### config.mk
export PLATFORM = sky130hd
export DESIGN_NAME = tl_run_ctrl_flat
export DESIGN_NICKNAME = d
export VERILOG_FILES = /design/src/rtl/tl_run_ctrl_if.sv /design/src/rtl/tl_run_ctrl.sv /design/src/flat_wrapper.sv
export SDC_FILE = /design/constraint.sdc
export NUM_CORES = 1
export LEC_CHECK = 0
export ABC_AREA = 1
export CORE_ASPECT_RATIO = 1.2
export CORE_UTILIZATION = 40
export CTS_CLUSTER_SIZE = 25
export DETAILED_ROUTE_END_ITERATION = 8
export GPL_ROUTABILITY_DRIVEN = 0
export PLACE_DENSITY = 0.63
export SLEW_MARGIN = 20
export SYNTH_ARGS = -nofsm -noshare
export SYNTH_HDL_FRONTEND = slang
export SYNTH_SLANG_ARGS = --single-unit
### constraint.sdc
create_clock -name clk -period 5.2 [get_ports clk]
set_input_delay 1.04 -clock clk [delete_from_list [all_inputs] [get_ports clk]]
set_output_delay 1.04 -clock clk [all_outputs]
set_load 0.05 [all_outputs]
### src/rtl/tl_run_ctrl_if.sv
// TileLink-UL A/D channel bundle for the run-control slave.
// The master drives the A channel and accepts D; the slave is the reverse.
interface tl_run_ctrl_if #(
    parameter int XLEN      = 32,
    parameter int SID_WIDTH = 2
);
    // A channel
    logic                   tl_a_valid;
    logic                   tl_a_ready;
    logic [2:0]             tl_a_opcode;
    logic [2:0]             tl_a_param;
    logic [2:0]             tl_a_size;
    logic [SID_WIDTH-1:0]   tl_a_source;
    logic [XLEN-1:0]        tl_a_address;
    logic [XLEN/8-1:0]      tl_a_mask;
    logic [XLEN-1:0]        tl_a_data;

    // D channel
    logic                   tl_d_valid;
    logic                   tl_d_ready;
    logic [2:0]             tl_d_opcode;
    logic [1:0]             tl_d_param;
    logic [2:0]             tl_d_size;
    logic [SID_WIDTH-1:0]   tl_d_source;
    logic [XLEN-1:0]        tl_d_data;
    logic                   tl_d_corrupt;
    logic                   tl_d_denied;

    modport master (
        output tl_a_valid, tl_a_opcode, tl_a_param, tl_a_size, tl_a_source,
               tl_a_address, tl_a_mask, tl_a_data,
        input  tl_a_ready,
        input  tl_d_valid, tl_d_opcode, tl_d_param, tl_d_size, tl_d_source,
               tl_d_data, tl_d_corrupt, tl_d_denied,
        output tl_d_ready
    );

    modport slave (
        input  tl_a_valid, tl_a_opcode, tl_a_param, tl_a_size, tl_a_source,
               tl_a_address, tl_a_mask, tl_a_data,
        output tl_a_ready,
        output tl_d_valid, tl_d_opcode, tl_d_param, tl_d_size, tl_d_source,
               tl_d_data, tl_d_corrupt, tl_d_denied,
        input  tl_d_ready
    );
endinterface

### src/rtl/tl_run_ctrl.sv
// Run supervisor: counts run cycles, detects exit/trap/halt/watchdog stop
// events, latches the stop cause and exposes it on ports and on a small
// TileLink-UL register file (one outstanding request).
module tl_run_ctrl #(
    parameter int          XLEN         = 32,
    parameter int          SID_WIDTH    = 2,
    parameter int          NUM_HARTS    = 1,
    parameter int          CNT_WIDTH    = 64,
    parameter logic [63:0] TIMEOUT_INIT = 64'd0
) (
    input  logic                  clk,
    input  logic                  reset,
    tl_run_ctrl_if.slave          tl,
    input  logic                  run_en,
    input  logic [NUM_HARTS-1:0]  hart_halt,
    input  logic [NUM_HARTS-1:0]  hart_trap,
    output logic                  done,
    output logic                  pass,
    output logic [2:0]            stop_reason,
    output logic [3:0]            stop_hart,
    output logic [CNT_WIDTH-1:0]  cycle_count
);

    localparam int MW    = XLEN / 8;
    localparam int CMP_W = (CNT_WIDTH > XLEN) ? CNT_WIDTH : XLEN;

    localparam logic [2:0] OP_PUT_FULL = 3'd0;
    localparam logic [2:0] OP_PUT_PART = 3'd1;
    localparam logic [2:0] OP_GET      = 3'd4;
    localparam logic [2:0] D_ACK       = 3'd0;
    localparam logic [2:0] D_ACK_DATA  = 3'd1;

    localparam logic [4:0] REG_STATUS   = 5'h00;
    localparam logic [4:0] REG_EXIT     = 5'h04;
    localparam logic [4:0] REG_CYCLE_LO = 5'h08;
    localparam logic [4:0] REG_CYCLE_HI = 5'h0C;
    localparam logic [4:0] REG_TIMEOUT  = 5'h10;
    localparam logic [4:0] REG_SCRATCH  = 5'h14;

    localparam logic [2:0] RSN_NONE    = 3'd0;
    localparam logic [2:0] RSN_EXIT    = 3'd1;
    localparam logic [2:0] RSN_TRAP    = 3'd2;
    localparam logic [2:0] RSN_HALT    = 3'd3;
    localparam logic [2:0] RSN_TIMEOUT = 3'd4;

    typedef enum logic [1:0] {
        ST_IDLE = 2'd0,
        ST_RUN  = 2'd1,
        ST_DONE = 2'd2
    } state_t;

    // Byte-lane merge: lanes with a set mask bit take the new value.
    function automatic logic [XLEN-1:0] merge_bytes(
        input logic [XLEN-1:0] old_val,
        input logic [XLEN-1:0] new_val,
        input logic [MW-1:0]   byte_mask
    );
        logic [XLEN-1:0] r;
        r = old_val;
        for (int b = 0; b < MW; b++) begin
            if (byte_mask[b]) r[8*b +: 8] = new_val[8*b +: 8];
        end
        return r;
    endfunction

    // Index of the lowest set bit; 0 when the vector is empty.
    function automatic logic [3:0] lowest_set(input logic [NUM_HARTS-1:0] v);
        logic [3:0] r;
        r = 4'd0;
        for (int i = NUM_HARTS - 1; i >= 0; i--) begin
            if (v[i]) r = 4'(i);
        end
        return r;
    endfunction

    state_t                state, state_next;
    logic [CNT_WIDTH-1:0]  cycle_q;
    logic [CNT_WIDTH-1:0]  cycle_inc;
    logic [63:0]           cycle_ext;
    logic [XLEN-1:0]       timeout_q;
    logic [XLEN-1:0]       scratch_q;
    logic [XLEN-2:0]       exit_code_q;
    logic [31:0]           cycle_hi_q;
    logic [2:0]            reason_q;
    logic [3:0]            hart_q;
    logic                  count_en;

    // A-channel decode
    logic                  a_fire;
    logic [4:0]            offset;
    logic                  is_get, is_put, bad_offset, req_denied;
    logic                  wr_ok, rd_ok;
    logic [XLEN-1:0]       exit_masked;
    logic [XLEN-1:0]       rd_data;
    logic [XLEN-1:0]       status_word;

    // Stop events
    logic                  exit_hit, trap_hit, halt_hit, timeout_hit, stop_hit;
    logic [2:0]            reason_next;
    logic [3:0]            hart_next;

    // D-channel response registers
    logic                  d_valid_q;
    logic [2:0]            d_opcode_q;
    logic [2:0]            d_size_q;
    logic [SID_WIDTH-1:0]  d_source_q;
    logic [XLEN-1:0]       d_data_q;
    logic                  d_denied_q;

    logic                  unused_ok;
    assign unused_ok = ^{tl.tl_a_param, tl.tl_a_address[XLEN-1:5]};

    assign cycle_ext = 64'(cycle_q);
    assign cycle_inc = cycle_q + CNT_WIDTH'(1);

    // Request decode: opcode class, offset legality and accepted read/write strobes.
    always_comb begin
        a_fire      = tl.tl_a_valid && tl.tl_a_ready;
        offset      = tl.tl_a_address[4:0];
        is_get      = (tl.tl_a_opcode == OP_GET);
        is_put      = (tl.tl_a_opcode == OP_PUT_FULL) || (tl.tl_a_opcode == OP_PUT_PART);
        bad_offset  = (offset[4:3] == 2'b11) || (offset[1:0] != 2'b00);
        req_denied  = !(is_get || is_put) || bad_offset;
        wr_ok       = a_fire && is_put && !req_denied;
        rd_ok       = a_fire && is_get && !req_denied;
        exit_masked = merge_bytes('0, tl.tl_a_data, tl.tl_a_mask);
    end

    // Read mux; the STATUS word carries the done state implicitly through stop_reason.
    always_comb begin
        status_word = {exit_code_q[XLEN-9:0], hart_q, 1'b0, reason_q};
        rd_data     = '0;
        case (offset)
            REG_STATUS:   rd_data = status_word;
            REG_CYCLE_LO: rd_data = XLEN'(cycle_ext);
            REG_CYCLE_HI: rd_data = (XLEN == 32) ? XLEN'(cycle_hi_q) : '0;
            REG_TIMEOUT:  rd_data = timeout_q;
            REG_SCRATCH:  rd_data = scratch_q;
            default:      rd_data = '0;
        endcase
    end

    // Stop-event detection with EXIT > TRAP > HALT > TIMEOUT priority.
    always_comb begin
        exit_hit    = (state == ST_RUN) && wr_ok && (offset == REG_EXIT) && exit_masked[0];
        trap_hit    = (state == ST_RUN) && (|hart_trap);
        halt_hit    = (state == ST_RUN) && (|hart_halt);
        timeout_hit = (state == ST_RUN) && (timeout_q != '0) &&
                      (CMP_W'(cycle_inc) >= CMP_W'(timeout_q));
        stop_hit    = exit_hit || trap_hit || halt_hit || timeout_hit;
        reason_next = RSN_NONE;
        hart_next   = 4'd0;
        if (exit_hit) begin
            reason_next = RSN_EXIT;
        end else if (trap_hit) begin
            reason_next = RSN_TRAP;
            hart_next   = lowest_set(hart_trap);
        end else if (halt_hit) begin
            reason_next = RSN_HALT;
            hart_next   = lowest_set(hart_halt);
        end else if (timeout_hit) begin
            reason_next = RSN_TIMEOUT;
        end
    end

    // FSM state register.
    always_ff @(posedge clk) begin
        if (!reset) state <= ST_IDLE;
        else        state <= state_next;
    end

    // FSM next state: DONE is left only through reset.
    always_comb begin
        state_next = state;
        case (state)
            ST_IDLE: if (run_en)   state_next = ST_RUN;
            ST_RUN:  if (stop_hit) state_next = ST_DONE;
            ST_DONE: state_next = ST_DONE;
            default: state_next = ST_IDLE;
        endcase
    end

    // FSM outputs.
    always_comb begin
        count_en = (state == ST_RUN);
        done     = (state == ST_DONE);
        pass     = done && (reason_q == RSN_EXIT) && (exit_code_q == '0);
    end

    // Run cycle counter; counts every RUN cycle including the stopping one, then freezes.
    always_ff @(posedge clk) begin
        if (!reset)        cycle_q <= '0;
        else if (count_en) cycle_q <= cycle_inc;
    end

    // Latch the stop cause on the RUN -> DONE transition.
    always_ff @(posedge clk) begin
        if (!reset) begin
            reason_q <= RSN_NONE;
            hart_q   <= 4'd0;
        end else if (stop_hit) begin
            reason_q <= reason_next;
            hart_q   <= hart_next;
        end
    end

    // Writable registers and the CYCLE_HI read snapshot.
    always_ff @(posedge clk) begin
        if (!reset) begin
            timeout_q   <= XLEN'(TIMEOUT_INIT);
            scratch_q   <= '0;
            exit_code_q <= '0;
            cycle_hi_q  <= '0;
        end else begin
            if (wr_ok && offset == REG_TIMEOUT)
                timeout_q <= merge_bytes(timeout_q, tl.tl_a_data, tl.tl_a_mask);
            if (wr_ok && offset == REG_SCRATCH)
                scratch_q <= merge_bytes(scratch_q, tl.tl_a_data, tl.tl_a_mask);
            if (wr_ok && offset == REG_EXIT && state != ST_DONE)
                exit_code_q <= exit_masked[XLEN-1:1];
            if (rd_ok && offset == REG_CYCLE_LO)
                cycle_hi_q <= cycle_ext[63:32];
        end
    end

    // D-channel valid: set on A accept, cleared on D handshake; reset drops a pending beat.
    always_ff @(posedge clk) begin
        if (!reset)                         d_valid_q <= 1'b0;
        else if (a_fire)                    d_valid_q <= 1'b1;
        else if (d_valid_q && tl.tl_d_ready) d_valid_q <= 1'b0;
    end

    // D-channel payload, captured with the request and held until the handshake.
    always_ff @(posedge clk) begin
        if (a_fire) begin
            d_opcode_q <= is_get ? D_ACK_DATA : D_ACK;
            d_size_q   <= tl.tl_a_size;
            d_source_q <= tl.tl_a_source;
            d_denied_q <= req_denied;
            d_data_q   <= rd_ok ? rd_data : '0;
        end
    end

    assign tl.tl_a_ready   = !d_valid_q;
    assign tl.tl_d_valid   = d_valid_q;
    assign tl.tl_d_opcode  = d_opcode_q;
    assign tl.tl_d_param   = 2'b00;
    assign tl.tl_d_size    = d_size_q;
    assign tl.tl_d_source  = d_source_q;
    assign tl.tl_d_data    = d_data_q;
    assign tl.tl_d_corrupt = 1'b0;
    assign tl.tl_d_denied  = d_denied_q;

    assign stop_reason = reason_q;
    assign stop_hart   = hart_q;
    assign cycle_count = cycle_q;

endmodule

### src/flat_wrapper.sv
// flat-port wrapper written by rule: the top's interface ports become plain ports
module tl_run_ctrl_flat 
#(
    parameter int          XLEN         = 32,
    parameter int          SID_WIDTH    = 2,
    parameter int          NUM_HARTS    = 1,
    parameter int          CNT_WIDTH    = 64,
    parameter logic [63:0] TIMEOUT_INIT = 64'd0
)
  (clk, reset, run_en, hart_halt, hart_trap, done, pass, stop_reason, stop_hart, cycle_count, tl_tl_a_valid, tl_tl_a_opcode, tl_tl_a_param, tl_tl_a_size, tl_tl_a_source, tl_tl_a_address, tl_tl_a_mask, tl_tl_a_data, tl_tl_a_ready, tl_tl_d_valid, tl_tl_d_opcode, tl_tl_d_param, tl_tl_d_size, tl_tl_d_source, tl_tl_d_data, tl_tl_d_corrupt, tl_tl_d_denied, tl_tl_d_ready);
  tl_run_ctrl_if #(.XLEN(XLEN), .SID_WIDTH(SID_WIDTH)) tl_i ();
  input  logic clk;
  input  logic reset;
  input  logic run_en;
  input  logic [NUM_HARTS-1:0] hart_halt;
  input  logic [NUM_HARTS-1:0] hart_trap;
  output logic done;
  output logic pass;
  output logic [2:0] stop_reason;
  output logic [3:0] stop_hart;
  output logic [CNT_WIDTH-1:0] cycle_count;
  input wire logic [$bits(tl_i.tl_a_valid)-1:0] tl_tl_a_valid;
  input wire logic [$bits(tl_i.tl_a_opcode)-1:0] tl_tl_a_opcode;
  input wire logic [$bits(tl_i.tl_a_param)-1:0] tl_tl_a_param;
  input wire logic [$bits(tl_i.tl_a_size)-1:0] tl_tl_a_size;
  input wire logic [$bits(tl_i.tl_a_source)-1:0] tl_tl_a_source;
  input wire logic [$bits(tl_i.tl_a_address)-1:0] tl_tl_a_address;
  input wire logic [$bits(tl_i.tl_a_mask)-1:0] tl_tl_a_mask;
  input wire logic [$bits(tl_i.tl_a_data)-1:0] tl_tl_a_data;
  output wire logic [$bits(tl_i.tl_a_ready)-1:0] tl_tl_a_ready;
  output wire logic [$bits(tl_i.tl_d_valid)-1:0] tl_tl_d_valid;
  output wire logic [$bits(tl_i.tl_d_opcode)-1:0] tl_tl_d_opcode;
  output wire logic [$bits(tl_i.tl_d_param)-1:0] tl_tl_d_param;
  output wire logic [$bits(tl_i.tl_d_size)-1:0] tl_tl_d_size;
  output wire logic [$bits(tl_i.tl_d_source)-1:0] tl_tl_d_source;
  output wire logic [$bits(tl_i.tl_d_data)-1:0] tl_tl_d_data;
  output wire logic [$bits(tl_i.tl_d_corrupt)-1:0] tl_tl_d_corrupt;
  output wire logic [$bits(tl_i.tl_d_denied)-1:0] tl_tl_d_denied;
  input wire logic [$bits(tl_i.tl_d_ready)-1:0] tl_tl_d_ready;
  assign tl_i.tl_a_valid = tl_tl_a_valid;
  assign tl_i.tl_a_opcode = tl_tl_a_opcode;
  assign tl_i.tl_a_param = tl_tl_a_param;
  assign tl_i.tl_a_size = tl_tl_a_size;
  assign tl_i.tl_a_source = tl_tl_a_source;
  assign tl_i.tl_a_address = tl_tl_a_address;
  assign tl_i.tl_a_mask = tl_tl_a_mask;
  assign tl_i.tl_a_data = tl_tl_a_data;
  assign tl_tl_a_ready = tl_i.tl_a_ready;
  assign tl_tl_d_valid = tl_i.tl_d_valid;
  assign tl_tl_d_opcode = tl_i.tl_d_opcode;
  assign tl_tl_d_param = tl_i.tl_d_param;
  assign tl_tl_d_size = tl_i.tl_d_size;
  assign tl_tl_d_source = tl_i.tl_d_source;
  assign tl_tl_d_data = tl_i.tl_d_data;
  assign tl_tl_d_corrupt = tl_i.tl_d_corrupt;
  assign tl_tl_d_denied = tl_i.tl_d_denied;
  assign tl_i.tl_d_ready = tl_tl_d_ready;
  tl_run_ctrl #(.XLEN(XLEN), .SID_WIDTH(SID_WIDTH), .NUM_HARTS(NUM_HARTS), .CNT_WIDTH(CNT_WIDTH), .TIMEOUT_INIT(TIMEOUT_INIT)) u_core (.clk(clk), .reset(reset), .tl(tl_i), .run_en(run_en), .hart_halt(hart_halt), .hart_trap(hart_trap), .done(done), .pass(pass), .stop_reason(stop_reason), .stop_hart(stop_hart), .cycle_count(cycle_count));
endmodule
==> results.md, run 1 <==
* Status: finished, final reports clean
* Die Wd at 164 um
* Syn Std Cell Area at 12600 um^2
* RSZ-0062 raised after global routing: no
* DRC at 0
* Post-synth EDFFs at 39
* Fin nets at 1990
* Hold_sp: u_core.cycle_hi_q[23]$_SDFFE_PN0P_
* Final WS setup at 1.40 ns
* WHS Path Cells at 2
* Clock power frac at 24.9%
* Start of the worst register-to-register path: u_core.cycle_count[0]$_SDFFE_PN0N_
* Maximum vdd drop at 0.000333 V
* Starting density of the core at 40.9%
* Worst EP required at 4.16 ns
* Hold buffers post-CTS at 0
* Crit Path Category: flop to output port
* Clock Skew at 0.00723 ns
* Routed length per instance at 18.6 um
* Peak Freq at 0.263 GHz
* All-layer global routing usage at 26.0%
* Port bufs at 165
* Async set-or-reset flop fraction in the synthesized netlist at 0%
* Pre-CTS setup slack at 0.947 ns
* Synth Flop Type: dfxtp_1
* Tot Pwr at 7.18 mW
* Gr ovfl total at 0
* Core area at 30700 um^2
* Clock sinks at 236
* Hold EP: u_core.cycle_hi_q[23]$_SDFFE_PN0P_
* DRT Pass-1 Iters at 7
* Core Rows at 70
* Final setup TNS at 0 ns
* Final Hold Vio Count at 0
* Fraction of layout cells with a size suffix above 1 at 5.04%
* DR vias at 12.4k
* Critical R2R Capture: u_core.state[0]$_SDFFE_PN0P_
* Psw at 3.13 mW
* Post-synthesis register bit count at 236
* Seq/Total Area, Yosys at 40.7%
* # diodes at 0
* Clk pin slew, worst setup/hold paths at 0.06 ns
* Final setup vio count at 0
* Area grow syn2layout at 21.8%
* Worst Hold Class: flop to flop
* Crit. End Element: output port
* Max-slew violation count at 0
* Maximum fanout along the worst path at 4
* CTS buffer count at 26
* Largest net degree at the start of global routing at 93
* H-tree levels at 1
* Antenna Nets Post-Route at 0
* CP Launch Type: flop
* Combinational share of power at 39.5%
* Max Cap Viol at 0
* Tcrit/Tclk final at 73.1%
* Vias/cell at 5.41
* Starting DRC count in detailed routing at 1202
* Distinct cells, synth at 43
* Final core occ at 49.9%
* Num ports at 205
* Max-Slew Margin vs Limit at 32.3%
* Yosys warning count at 0
* CTS max path bufs at 3
* WP data arrival at 2.76 ns
* Pwr dens at 469 nW/um^2
* Post-CTS setup buffers at 0
* Initial antenna violation count at 0
* P_int at 4.05 mW
* Net Sw Frac at 43.5%
* Flop2flop setup slack at 1.47 ns
* Worst-Skew Late Latency at 0.53 ns
* Post-route cell area at 15300 um^2
* Chip height at 196 um
* Resized Gates After CTS at 0
* DP Wirelength at 31.7 mm
* Syn Area/Cell at 7.24 um^2
* Number of global-route vias before repair at 11.3k
* Placed inst area at 14500 um^2
* R2R cell count at 23
* Minimum clock period at 3.80 ns
* Die area at 32200 um^2
* Sequential power share at 35.6%
* CTS tree: yes
* WL final at 42.5 mm
* Global-route wire length before repair at 64.3 mm
* Worst Tran Pin Value at 1.02 ns
* Leak at 5.77 nW
* Post-Synthesis Cells at 1738
* Clk root buf: clkbuf_16
## worst max path at each step
stage / start / end / slack [ns] / cells after the start
4_1_cts: u_core.stop_reason[2]$_SDFFE_PN0P_ / pass / 1.39 / 6
6_report: u_core.stop_reason[2]$_SDFFE_PN0P_ / pass / 1.40 / 6
2_1_floorplan: u_core.state[0]$_SDFFE_PN0P_ / pass / 1.61 / 4
3_3_place_gp: tl_tl_a_address[1] / u_core.tl.tl_d_data[16]$_SDFFCE_PN0P_ / 0.99 / 8
3_5_place_dp: tl_tl_a_address[1] / u_core.tl.tl_d_data[16]$_SDFFCE_PN0P_ / 0.95 / 8
5_1_grt: u_core.cycle_count[0]$_SDFFE_PN0N_ / u_core.state[1]$_SDFFE_PN0P_ / 1.24 / 23
## layout by cell type (no fill, tap or decap), types with 8 or more instances in the layout
| master | instances |
|---|---|
| edfxtp_1 | 39 |
| a21oi_1 | 231 |
| nor2_1 | 139 |
| clkbuf_16 | 27 |
| inv_1 | 283 |
| nand2_1 | 278 |
| nor2_2 | 12 |
| o21ai_0 | 153 |
| clkbuf_1 | 10 |
| dfxtp_1 | 197 |
| conb_1 | 9 |
| clkdlybuf4s50_1 | 164 |
| buf_4 | 13 |
| nand3b_1 | 8 |
| o211ai_1 | 14 |
| nand4_1 | 36 |
| o22ai_1 | 32 |
| a221oi_1 | 25 |
| nand3_1 | 47 |
| a211oi_1 | 25 |
| ha_1 | 36 |
| xor2_1 | 33 |
## cell type report
class | count | area (um^2)
fillers | 3027 | 15400
multi-input cells | 1137 | 6080
flip-flops and latches | 236 | 5110
repair buffers | 178 | 1740
inverters | 289 | 1080
clock buffers | 39 | 741
well taps | 396 | 495
clock inverters | 7 | 65.1
## stage by stage
step,instances,hold slack [ns]
global route,2282,0.462
detailed placement,2236,0.437
CTS,2282,0.446
floorplan,1746,0.423
finish,2282,0.446
global placement,2236,0.432
## registers in the layout (all words and copies together) (netlist names), 3 cells and up
register	count
u_core.exit_code_q	31
u_core.tl.tl_d_size	3
u_core.tl.tl_d_data	32
u_core.stop_reason	3
u_core.timeout_q	32
u_core.cycle_count	64
u_core.cycle_hi_q	32
u_core.scratch_q	32
## power groups by stage
stage               sequential [mW]  clock (mW)  combinational, mW
finish                         2.56        1.79               2.84
global placement               2.59           0               2.77
CTS                            2.54        1.82               2.84
floorplan                      3.15           0               1.23
global route                   2.59        1.89               3.08
detailed placement             2.58           0               2.82
## Yosys cell counts, types with 2 or more instances
library cell	n	area share [%]
nand4_1	36	1.8
o211ai_1	14	0.84
a221oi_1	25	1.7
nand2_2	7	0.35
clkinv_1	2	0.060
edfxtp_1	39	9.3
nor3b_1	3	0.18
nor3_1	10	0.40
ha_1	36	3.6
o21ai_0	153	6.1
o21a_1	2	0.12
a211oi_1	25	1.5
dfxtp_1	197	31
nand3_1	48	1.9
nor2_8	3	0.48
nand2_1	278	8.3
nor2_2	12	0.60
nor4_1	7	0.35
nand3b_1	8	0.48
buf_4	9	0.54
xnor2_1	2	0.14
nand2_4	3	0.27
xor2_1	33	2.3
o21ai_1	2	0.080
a21oi_1	231	9.2
o21bai_1	4	0.24
buf_1	5	0.15
nor2_4	5	0.45
buf_2	3	0.12
nor2_1	139	4.1
o22ai_1	32	1.6
inv_2	2	0.060
inv_1	285	8.5
a31oi_1	3	0.15
clkbuf_1	67	2.0
## cell families after synthesis
kind of cell,share of synthesized area [%]
AOI/OAI and AO/OA,21.6
xor gates and xnor gates,2.44
adders and majority gates,3.58
buffers and inverters,11.4
DFF,40.7
other,0.0298
and+or+nand+nor,20.2
## worst max-delay path, stage by stage (launching register included)
cell             delay (ns)
dfxtp_1                0.40
nor2_1                 0.15
nand3_1                0.10
nor3_1                 0.17
nand4_1                0.19
nor4_1                 0.34
clkdlybuf4s50_1        0.88
## metal layers
layer  vias to the layer above  part of all wire [%]  global-route usage, %
met4                         0                   3.7                   9.57
met5                         -                     0                      0
met2                       522                    46                   41.9
met3                        92                   7.5                   2.85
met1                      5719                    43                   35.6
li1                       6022                     -                      -
No activity file was read; power rests on OpenSTA's default activity.
==> inputs of run 2 (changes only) <==
- clock period: 5.2 -> 3.6 ns (I/O delays scaled with it)
==> results.md, run 2 (synthesis gave the netlist of run 1 again) <==
* Max-slew violation count at 0 (unchanged)
* Post-CTS setup buffers at 0 (unchanged)
* Final core occ at 50.6% (+0.70 points)
* Chip height at 196 um (unchanged)
* Number of global-route vias before repair at 11.6k (+2.6%)
* Final setup vio count at 0 (unchanged)
* Tcrit/Tclk final at 96.4%
* Clock Skew at 0.0115 ns (+0.00422 ns)
* CTS max path bufs at 3 (unchanged)
* Maximum vdd drop at 0.000613 V (+84%)
* Worst Path Buf+Inv at 1 (unchanged)
* Peak Freq at 0.288 GHz
* Gr ovfl total at 0 (unchanged)
* Fin nets at 2017 (+1.4%)
* Worst-Skew Late Latency at 0.54 ns (about the same)
* H-tree levels at 1 (unchanged)
* All-layer global routing usage at 26.4% (+0.38 points)
* Final setup TNS at 0 ns (unchanged)
* Final Hold Vio Count at 0 (unchanged)
* Max-Slew Margin vs Limit at 35.2% (+2.8 points)
* Core area at 30700 um^2 (unchanged)
* Crit Path Category: flop to output port
* Die Wd at 164 um (unchanged)
* Worst Tran Pin Value at 0.973 ns (-0.0427 ns)
* DR vias at 12.6k (+1.7%)
* DRT Pass-1 Iters at 6 (-1)
* WP data arrival at 2.75 ns (about the same)
* Final WS setup at 0.128 ns (-1.27 ns)
* Slowest Stage Delay on Critical Path at 0.89 ns (about the same)
* Hold buffers post-CTS at 0 (unchanged)
* Starting density of the core at 40.9% (unchanged)
* CP Launch Type: flop
* Clk pin slew, worst setup/hold paths at 0.06 ns (about the same)
* Core Rows at 70 (unchanged)
* CTS tree: yes
* Worst path slowest cell: clkdlybuf4s50_1
* Port bufs at 165 (unchanged)
* Num ports at 205 (unchanged)
* Pre-CTS setup slack at 0.252 ns (-0.695 ns)
* Leak at 5.91 nW (+2.5%)
* Fraction of layout cells with a size suffix above 1 at 6.48% (+1.4 points)
* Area grow syn2layout at 23.6%
* Flop2flop setup slack at 0.23 ns (-1.24 ns)
* Resized Gates After CTS at 0 (unchanged)
* Vias/cell at 5.44 (+0.44%)
* Clk root buf: clkbuf_16
* Minimum clock period at 3.47 ns
* Status: finished, final reports clean
* CP delay by family, top: buffers and inverters
* WL final at 42.7 mm (+0.55%)
* DRC at 0 (unchanged)
* Global-route wire length before repair at 65.4 mm (+1.6%)
* Worst EP required at 2.88 ns (-1.28 ns)
* Initial antenna violation count at 0 (unchanged)
* Post-Place Cells at 2263 (+1.2%)
* Crit. End Element: output port
* Clock sinks at 236 (unchanged)
* Post-Layout Cell Count at 2311 (+1.3%)
* Routed length per instance at 18.5 um (-0.71%)
* Max Cap Viol at 0 (unchanged)
* Starting DRC count in detailed routing at 1114 (-7.3%)
* DP Wirelength at 32.4 mm (+2.3%)
* Pwr dens at 670 nW/um^2 (+43%)
* Most common cell after layout, fill and taps aside: inv_1
* RSZ-0062 raised after global routing: no
* Antenna Nets Post-Route at 0 (unchanged)
* Worst Hold Class: flop to flop
* Hold WS at 0.445 ns (-0.00132 ns)
* Number of flip-flops in the largest register at 64 (unchanged)
* Cell Chain, Critical Path: nand3_1 > nor3_1 > nand4_1 > nor4_1 > clkdlybuf4s50_1
* CTS buffer count at 26 (unchanged)
* Largest net degree at the start of global routing at 92 (-1.1%)
* # diodes at 0 (unchanged)
* Die area at 32200 um^2 (unchanged)
* Maximum fanout along the worst path at 4 (unchanged)
* Commonest non-fill, non-tap cells in the layout: 283 x inv_1, 278 x nand2_1, 231 x a21oi_1
[run 2: report_power, final]
| group | switching (mW) | internal, mW | leakage [nW] |
|---|---|---|---|
| Combinational | 2.83 | 1.41 | 3.53 |
| Clock | 1.12 | 1.44 | 0.393 |
| Sequential | 0.590 | 3.02 | 1.98 |
| Total | 4.54 | 5.87 | 5.91 |
[run 2: layout make-up]
class | count | area, um^2
fill | 3025 | 15200
timing repair buffer | 205 | 1960
clock buffer | 37 | 744
tap | 396 | 495
sequential | 236 | 5110
multi-input combinational | 1137 | 6080
inverter | 289 | 1080
clock inverter | 11 | 61.3
[run 2: stage by stage]
step | total power [mW] | cell area [um^2]
2_1_floorplan | 6.33 | 12600
3_3_place_gp | 7.81 | 14700
3_5_place_dp | 7.87 | 14700
4_1_cts | 10.4 | 15500
5_1_grt | 11.0 | 15500
6_report | 10.4 | 15500
[run 2: worst register-to-register path, delay by kind of cell (launching register included)]
family          cells  cell delay, ns
xor+xnor            1            0.22
simple gates       17            1.76
flops               1            0.44
compound gates      2            0.29
fa+ha+maj           2            0.56
[run 2: worst paths after layout]
| kind | depth (start not counted) | endpoint | from |
|---|---|---|---|
| hold reg to reg | 2 | u_core.scratch_q[21]$_SDFFE_PN0P_ | u_core.scratch_q[21]$_SDFFE_PN0P_ |
| setup / recovery | 5 | pass | u_core.stop_reason[0]$_SDFFE_PN0P_ |
| hold / removal | 2 | u_core.scratch_q[21]$_SDFFE_PN0P_ | u_core.scratch_q[21]$_SDFFE_PN0P_ |
| setup reg to reg | 22 | u_core.state[1]$_SDFFE_PN0P_ | u_core.cycle_count[1]$_SDFFE_PN0N_ |
[run 2: metal layers]
layer  track usage, %  up-vias  wire length (um)
met5                0        -                 0
met4             12.3        0              1960
met3             3.07      110              3370
met2             41.3      569             19000
met1             36.1     5797             18300
li1                 -     6091                 -
==> inputs of run 3 (changes only) <==
- ABC_AREA: 1 -> default
- PLACE_DENSITY: 0.63 -> 0.62
==> results.md, run 3 <==
* Core area at 32500 um^2 (+5.8%)
* Worst EP required at 4.02 ns (+1.14 ns)
* Seq/Total Area, Yosys at 38.3% (-2.3 points)
* Minimum clock period at 3.83 ns (+0.359 ns)
* Crit. End Element: flop
* CP delay by family, top: simple AND/OR/NAND/NOR gates
* Starting density of the core at 41.0% (+0.12 points)
* Die Wd at 169 um (+3.0%)
* Number of flip-flops in the largest register at 64 (unchanged)
* Worst-Skew Late Latency at 0.55 ns (about the same)
* CTS buffer count at 27 (+3.8%)
* Leak at 6.06 nW (+2.5%)
* Chip height at 202 um (+3.0%)
* Peak Freq at 0.261 GHz (-9.4%)
* Pwr dens at 387 nW/um^2 (-42%)
* Clk root buf: clkbuf_16
* CTS max path bufs at 3 (unchanged)
* Fraction of layout cells with a size suffix above 1 at 13.7% (+7.2 points)
* Maximum fanout along the worst path at 4 (unchanged)
* RSZ-0062 raised after global routing: yes
* Failing checks: negative setup slack
* Hold EP: u_core.exit_code_q[29]$_SDFFE_PN0P_
* Final WS setup at -0.231 ns (-0.359 ns)
* DRC at 0 (unchanged)
* Commonest non-fill, non-tap cells in the layout: 232 x nand2_1, 170 x dfxtp_1, 163 x clkdlybuf4s50_1
* Yosys warning count at 0 (unchanged)
* Initial antenna violation count at 0 (unchanged)
* Slowest Stage Delay on Critical Path at 0.52 ns (-0.37 ns)
* # diodes at 0 (unchanged)
* Post-Synthesis Cells at 1596 (-8.2%)
* Tot Pwr at 6.57 mW (-37%)
* Async set-or-reset flop fraction in the synthesized netlist at 0% (unchanged)
* Routed length per instance at 19.9 um (+7.7%)
* Synth Area in Compound Gates at 15.2% (-6.4 points)
* Post-synthesis register bit count at 236 (unchanged)
* Post-Layout Cell Count at 2231 (-3.5%)
* Fin nets at 1889 (-6.3%)
* All-layer global routing usage at 25.6% (-0.76 points)
* WHS Path Cells at 2 (unchanged)
* Final Hold Vio Count at 0 (unchanged)
* Pre-CTS setup slack at -0.188 ns (-0.441 ns)
* DRT Pass-1 Iters at 5 (-1)
* Synth cell count leaders: 233 x nand2_1, 197 x dfxtp_1, 139 x nand3_1
* Max-Slew Margin vs Limit at 54.0% (+19 points)
* Worst path slowest cell: or4_4
* WL final at 44.4 mm (+3.9%)
* Vias/cell at 5.64 (+3.7%)
* Post-Synth XOR/XNOR Area at 6.43% (+4.0 points)
* Clock sinks at 236 (unchanged)
* Flop2flop setup slack at -0.23 ns (-0.46 ns)
* Worst Hold Class: flop to flop
* Synth Flop Type: dfxtp_1
* Antenna Nets Post-Route at 0 (unchanged)
* Cell Chain, Critical Path: ha_4 > nand3_4 > or4_4 > or3_4 > nor3_4 > xor2_1 > ha_1 > a21o_1 > a221o_1 > a221oi_2 > nor3b_2 > nand4_1 > nor4_2 > buf_4 > o21ai_2 > o211a_1
* Final setup vio count at 5 (+5)
* Gr ovfl total at 0 (unchanged)
* Tcrit/Tclk final at 106% (+10 points)
* Simple-gate portion of the synthesized area at 27.3% (+7.0 points)
* Global-route wire length before repair at 68.8 mm (+5.2%)
* Max-slew violation count at 0 (unchanged)
* Status: finished, violations left
* Num ports at 205 (unchanged)
* Syn Area/Cell at 8.36 um^2 (+16%)
* Crit Path Category: flop to flop
* Count leader, synth: nand2_1
* R2R cell count at 16 (-27%)
* Max Cap Viol at 0 (unchanged)
* Hold_sp: u_core.exit_code_q[29]$_SDFFE_PN0P_
* Clk pin slew, worst setup/hold paths at 0.06 ns (about the same)
* Final setup TNS at -0.841 ns (-0.841 ns)
* Main combinational cell family by area after synthesis: simple AND/OR/NAND/NOR gates
* Post-synth top area cell: dfxtp_1
* Critical R2R Capture: u_core.state[0]$_SDFFE_PN0P_
* Largest net degree at the start of global routing at 102 (+11%)
* Port bufs at 165 (unchanged)
* Placed inst area at 16000 um^2 (+8.4%)
* DP Wirelength at 32.7 mm (+0.75%)
* Most common cell after layout, fill and taps aside: nand2_1
* Post-route cell area at 17000 um^2 (+9.1%)
* Post-Place Cells at 2178 (-3.8%)
* CP Launch Type: flop
* Start of the worst register-to-register path: u_core.cycle_count[1]$_SDFFE_PN0N_
* WP data arrival at 4.25 ns (+1.50 ns)
* Core Rows at 72 (+2.9%)
* Area contributors post-synth: dfxtp_1 30%, edfxtp_1 8.8%, a21boi_0 7.5%, nand2_1 6.6%, nand3_1 5.2%
* Starting DRC count in detailed routing at 1207 (+8.3%)
* Clock Skew at 0.0206 ns (+0.00918 ns)
* Hold buffers post-CTS at 0 (unchanged)
* Maximum vdd drop at 0.000306 V (-50%)
* CTS tree: yes
* Adder-Cell Fraction of Synth Area at 3.37% (-0.21 points)
* Post-synth top area share at 29.5% (-1.8 points)
* Worst Tran Pin Value at 0.688 ns (-0.284 ns)
* Post-synth EDFFs at 39 (unchanged)
* Distinct cells, synth at 66 (+53%)
* Multiplexer area fraction after synthesis at 3.25% (+3.3 points)
* Number of global-route vias before repair at 12.1k (+3.8%)
* H-tree levels at 1 (unchanged)
* Die area at 34100 um^2 (+6.0%)
* Syn Std Cell Area at 13300 um^2 (+6.1%)
* DR vias at 12.6k (+0.13%)
* Area grow syn2layout at 27.1%
* Worst Path Buf+Inv at 1 (unchanged)
* Fillcell total at 3071 (+1.5%)
-- run 3: changes by cell type in the layout (fill, tap and decap cells not counted), moves of 46 or more --
| cell | change |
|---|---|
| a21boi_0 | +133 |
| a21oi_1 | -180 |
| and2_1 | +57 |
| buf_4 | +73 |
| inv_1 | -239 |
| nand2_1 | -46 |
| nand3_1 | +92 |
| nor2_1 | -70 |
| o21ai_0 | -141 |
| xnor2_1 | +66 |
-- run 3: per-stage QoR --
stage          utilization, %  hold slack (ns)
2_1_floorplan               -            0.441
3_3_place_gp             49.1            0.449
3_5_place_dp             49.1            0.457
4_1_cts                  52.0            0.465
5_1_grt                  52.1            0.486
6_report                 52.1            0.463
-- run 3: per-layer routing --
metal | part of all wire [%] | routed length, um | up-vias | global-route usage (%)
li1 | - | - | 5963 | -
met5 | 0 | 0 | - | 0
met4 | 3.3 | 1460 | 0 | 8.70
met1 | 43 | 19200 | 5987 | 34.5
met3 | 7.6 | 3380 | 100 | 4.13
met2 | 46 | 20300 | 533 | 41.4
-- run 3: worst max path at each step --
| stage | from | endpoint | slack (ns) | cells after the start |
|---|---|---|---|---|
| after global placement | u_core.cycle_count[1]$_SDFFE_PN0N_ | u_core.stop_reason[1]$_SDFFE_PN0P_ | -0.14 | 16 |
| after global routing | u_core.cycle_count[1]$_SDFFE_PN0N_ | u_core.stop_reason[2]$_SDFFE_PN0P_ | -0.29 | 16 |
| after detailed placement | u_core.cycle_count[1]$_SDFFE_PN0N_ | u_core.stop_reason[2]$_SDFFE_PN0P_ | -0.19 | 16 |
| after CTS | u_core.cycle_count[1]$_SDFFE_PN0N_ | u_core.state[0]$_SDFFE_PN0P_ | -0.14 | 16 |
| final | u_core.cycle_count[1]$_SDFFE_PN0N_ | u_core.state[0]$_SDFFE_PN0P_ | -0.23 | 16 |
| after floorplan | u_core.cycle_count[7]$_SDFFE_PN0N_ | u_core.stop_reason[2]$_SDFFE_PN0P_ | -0.06 | 16 |
-- run 3: where the power goes --
part	total, mW	switching (mW)	internal (mW)
sequential	2.77	0.0456	2.73
clock	2.81	1.17	1.64
combinational	0.983	0.623	0.360
total	6.57	1.84	4.73
-- run 3: final cells by class --
cell class	count	area, um^2	area share, %
Clock buffer	33	753	4.44
Clock inverter	16	154	0.907
Inverter	44	165	0.974
Multi-Input combinational cell	1177	7580	44.7
Sequential cell	236	5180	30.6
Tap cell	444	556	3.28
Timing Repair Buffer	281	2570	15.1
-- run 3: repair_timing --
action	in CTS	in global routing
endpoints found under the hold margin	0	0
buffers inserted	2	2
gates resized for setup	7	7
setup endpoints to repair	5	5
pin swaps	5	2
-- run 3: kinds of logic after synthesis --
| logic type | count (synthesis) |
|---|---|
| mux | 43 |
| fa+ha+maj | 36 |
| compound gates | 287 |
| xor+xnor | 98 |
| other cells | 1 |
| simple gates | 704 |
| flops | 236 |
| buf+inv | 191 |
-- run 3: tightest hold or removal path: cells and delay by family, from the launching register on --
kind	cells	cell delay [ns]
AND/OR/NAND/NOR	1	0.05
flip-flops	1	0.30
AO/OA/AOI/OAI	1	0.06
==> patch (flow settings as in run 2) <==
Encoding of `state_t`: now one-hot (3 bits for 3 states).
--- a/src/rtl/tl_run_ctrl.sv
+++ b/src/rtl/tl_run_ctrl.sv
@@ -45,6 +45,6 @@
 
-    typedef enum logic [1:0] {
-        ST_IDLE = 2'd0,
-        ST_RUN  = 2'd1,
-        ST_DONE = 2'd2
+    typedef enum logic [2:0] {
+        ST_IDLE = 3'b001,
+        ST_RUN  = 3'b010,
+        ST_DONE = 3'b100
     } state_t;
Function: no difference found for any inputs over 4 cycles, from zero or initial values and one cycle with reset low; so few cycles prove little.
==> patch against run 2 <==
Critical path depth stayed put. Area after synthesis is 0.33% lower. Global-route usage grew 0.53 points. Setup slack improved by 0.073 ns. Wire length rose by 2.3%. Final area about the same. Sequential cell count grew 1.
Power is not compared: it rests on default switching activity, and its combinational part moved more than twofold at a synthesized area within 25%.
==> patch: results (changes against run 2) <==
metric,value,unit,change
R2R Path Start,u_core.cycle_count[1]$_SDFFE_PN0P_,,was u_core.cycle_count[1]$_SDFFE_PN0N_
Inverters,196,,was 289
drt first pass iters,5,,was 6
CP peak stage delay,0.82,ns,was 0.89 ns
vias in the first global route,11900,,was 11600
final worst clock skew,0.0125,ns,was 0.0115 ns
Netlist cell types,42,,was 43
Synth-to-Final Area Change,24.0,%,was 23.6%
worst reg-to-reg setup slack,0.21,ns,was 0.23 ns
Total GRT Usage,0.269,,was 0.264
HP Start,u_core.exit_code_q[25]$_SDFFE_PN0P_,,was u_core.scratch_q[21]$_SDFFE_PN0P_
critical path's top delay family,simple AND/OR/NAND/NOR gates,,was buffers and inverters
HPWL after DPL,32200,um,was 32400 um
critical path arrival,2.68,ns,was 2.75 ns
pre-CTS setup slack,0.258,ns,was 0.252 ns
Final clock-cell share,0.0555,,was 0.0518
Gate Count Post-Synth,1755,,was 1738
worst-path maximum fanout,2,,was 4
area of the multi-input gates,6390,um^2,was 6080 um^2
Hold Slack,0.471,ns,was 0.445 ns
Total Nets Final,2022,,was 2017
Post-Place Cells,2271,,was 2263
status,"finished, final reports clean",,unchanged
final wirelength,43700,um,was 42700 um
Routed WL per cell,18.8,um,was 18.5 um
Tot Pwr,6640,uW,
RR Endpoint,u_core.state[2]$_SDFFE_PN0P_,,was u_core.state[1]$_SDFFE_PN0P_
#MultiIn Comb,1245,,was 1137
drt initial violations,1017,,was 1114
Syn Area/Cell,7.15,um^2,was 7.24 um^2
pin count of the biggest net entering global routing,91,,was 92
Sequential Area,5140,um^2,was 5110 um^2
Non-CTS buffers,197,,was 205
==> patch: cell count changes after synthesis, sizes merged, moves of 6 or more <==
| cell | before | now |
|---|---|---|
| nand2 | 288 | 378 |
| a211oi | 26 | 8 |
| nor3 | 11 | 19 |
| a31oi | 3 | 20 |
| a21oi | 231 | 184 |
| inv | 287 | 195 |
| buf | 17 | 23 |
| nand3b | 8 | 2 |
| nor2 | 159 | 224 |
| nand3 | 50 | 79 |
| o22ai | 32 | 0 |
==> patch: cell families (layout without fill, tap and decap cells) <==
family,Yosys count,count (layout),synth area share
other cells,1,9,0.000299
simple gates,751,751,0.262
fa+ha+maj,33,33,0.0329
flops,237,237,0.409
xor+xnor,32,32,0.0229
buf+inv,281,441,0.0876
compound gates,420,420,0.184
==> patch: per-layer routing <==
metal,part of all wire,track usage,routed length [um]
met3,0.082,0.0378,3570
met2,0.45,0.429,19500
met4,0.048,0.120,2110
met5,0,0,0
met1,0.42,0.360,18500
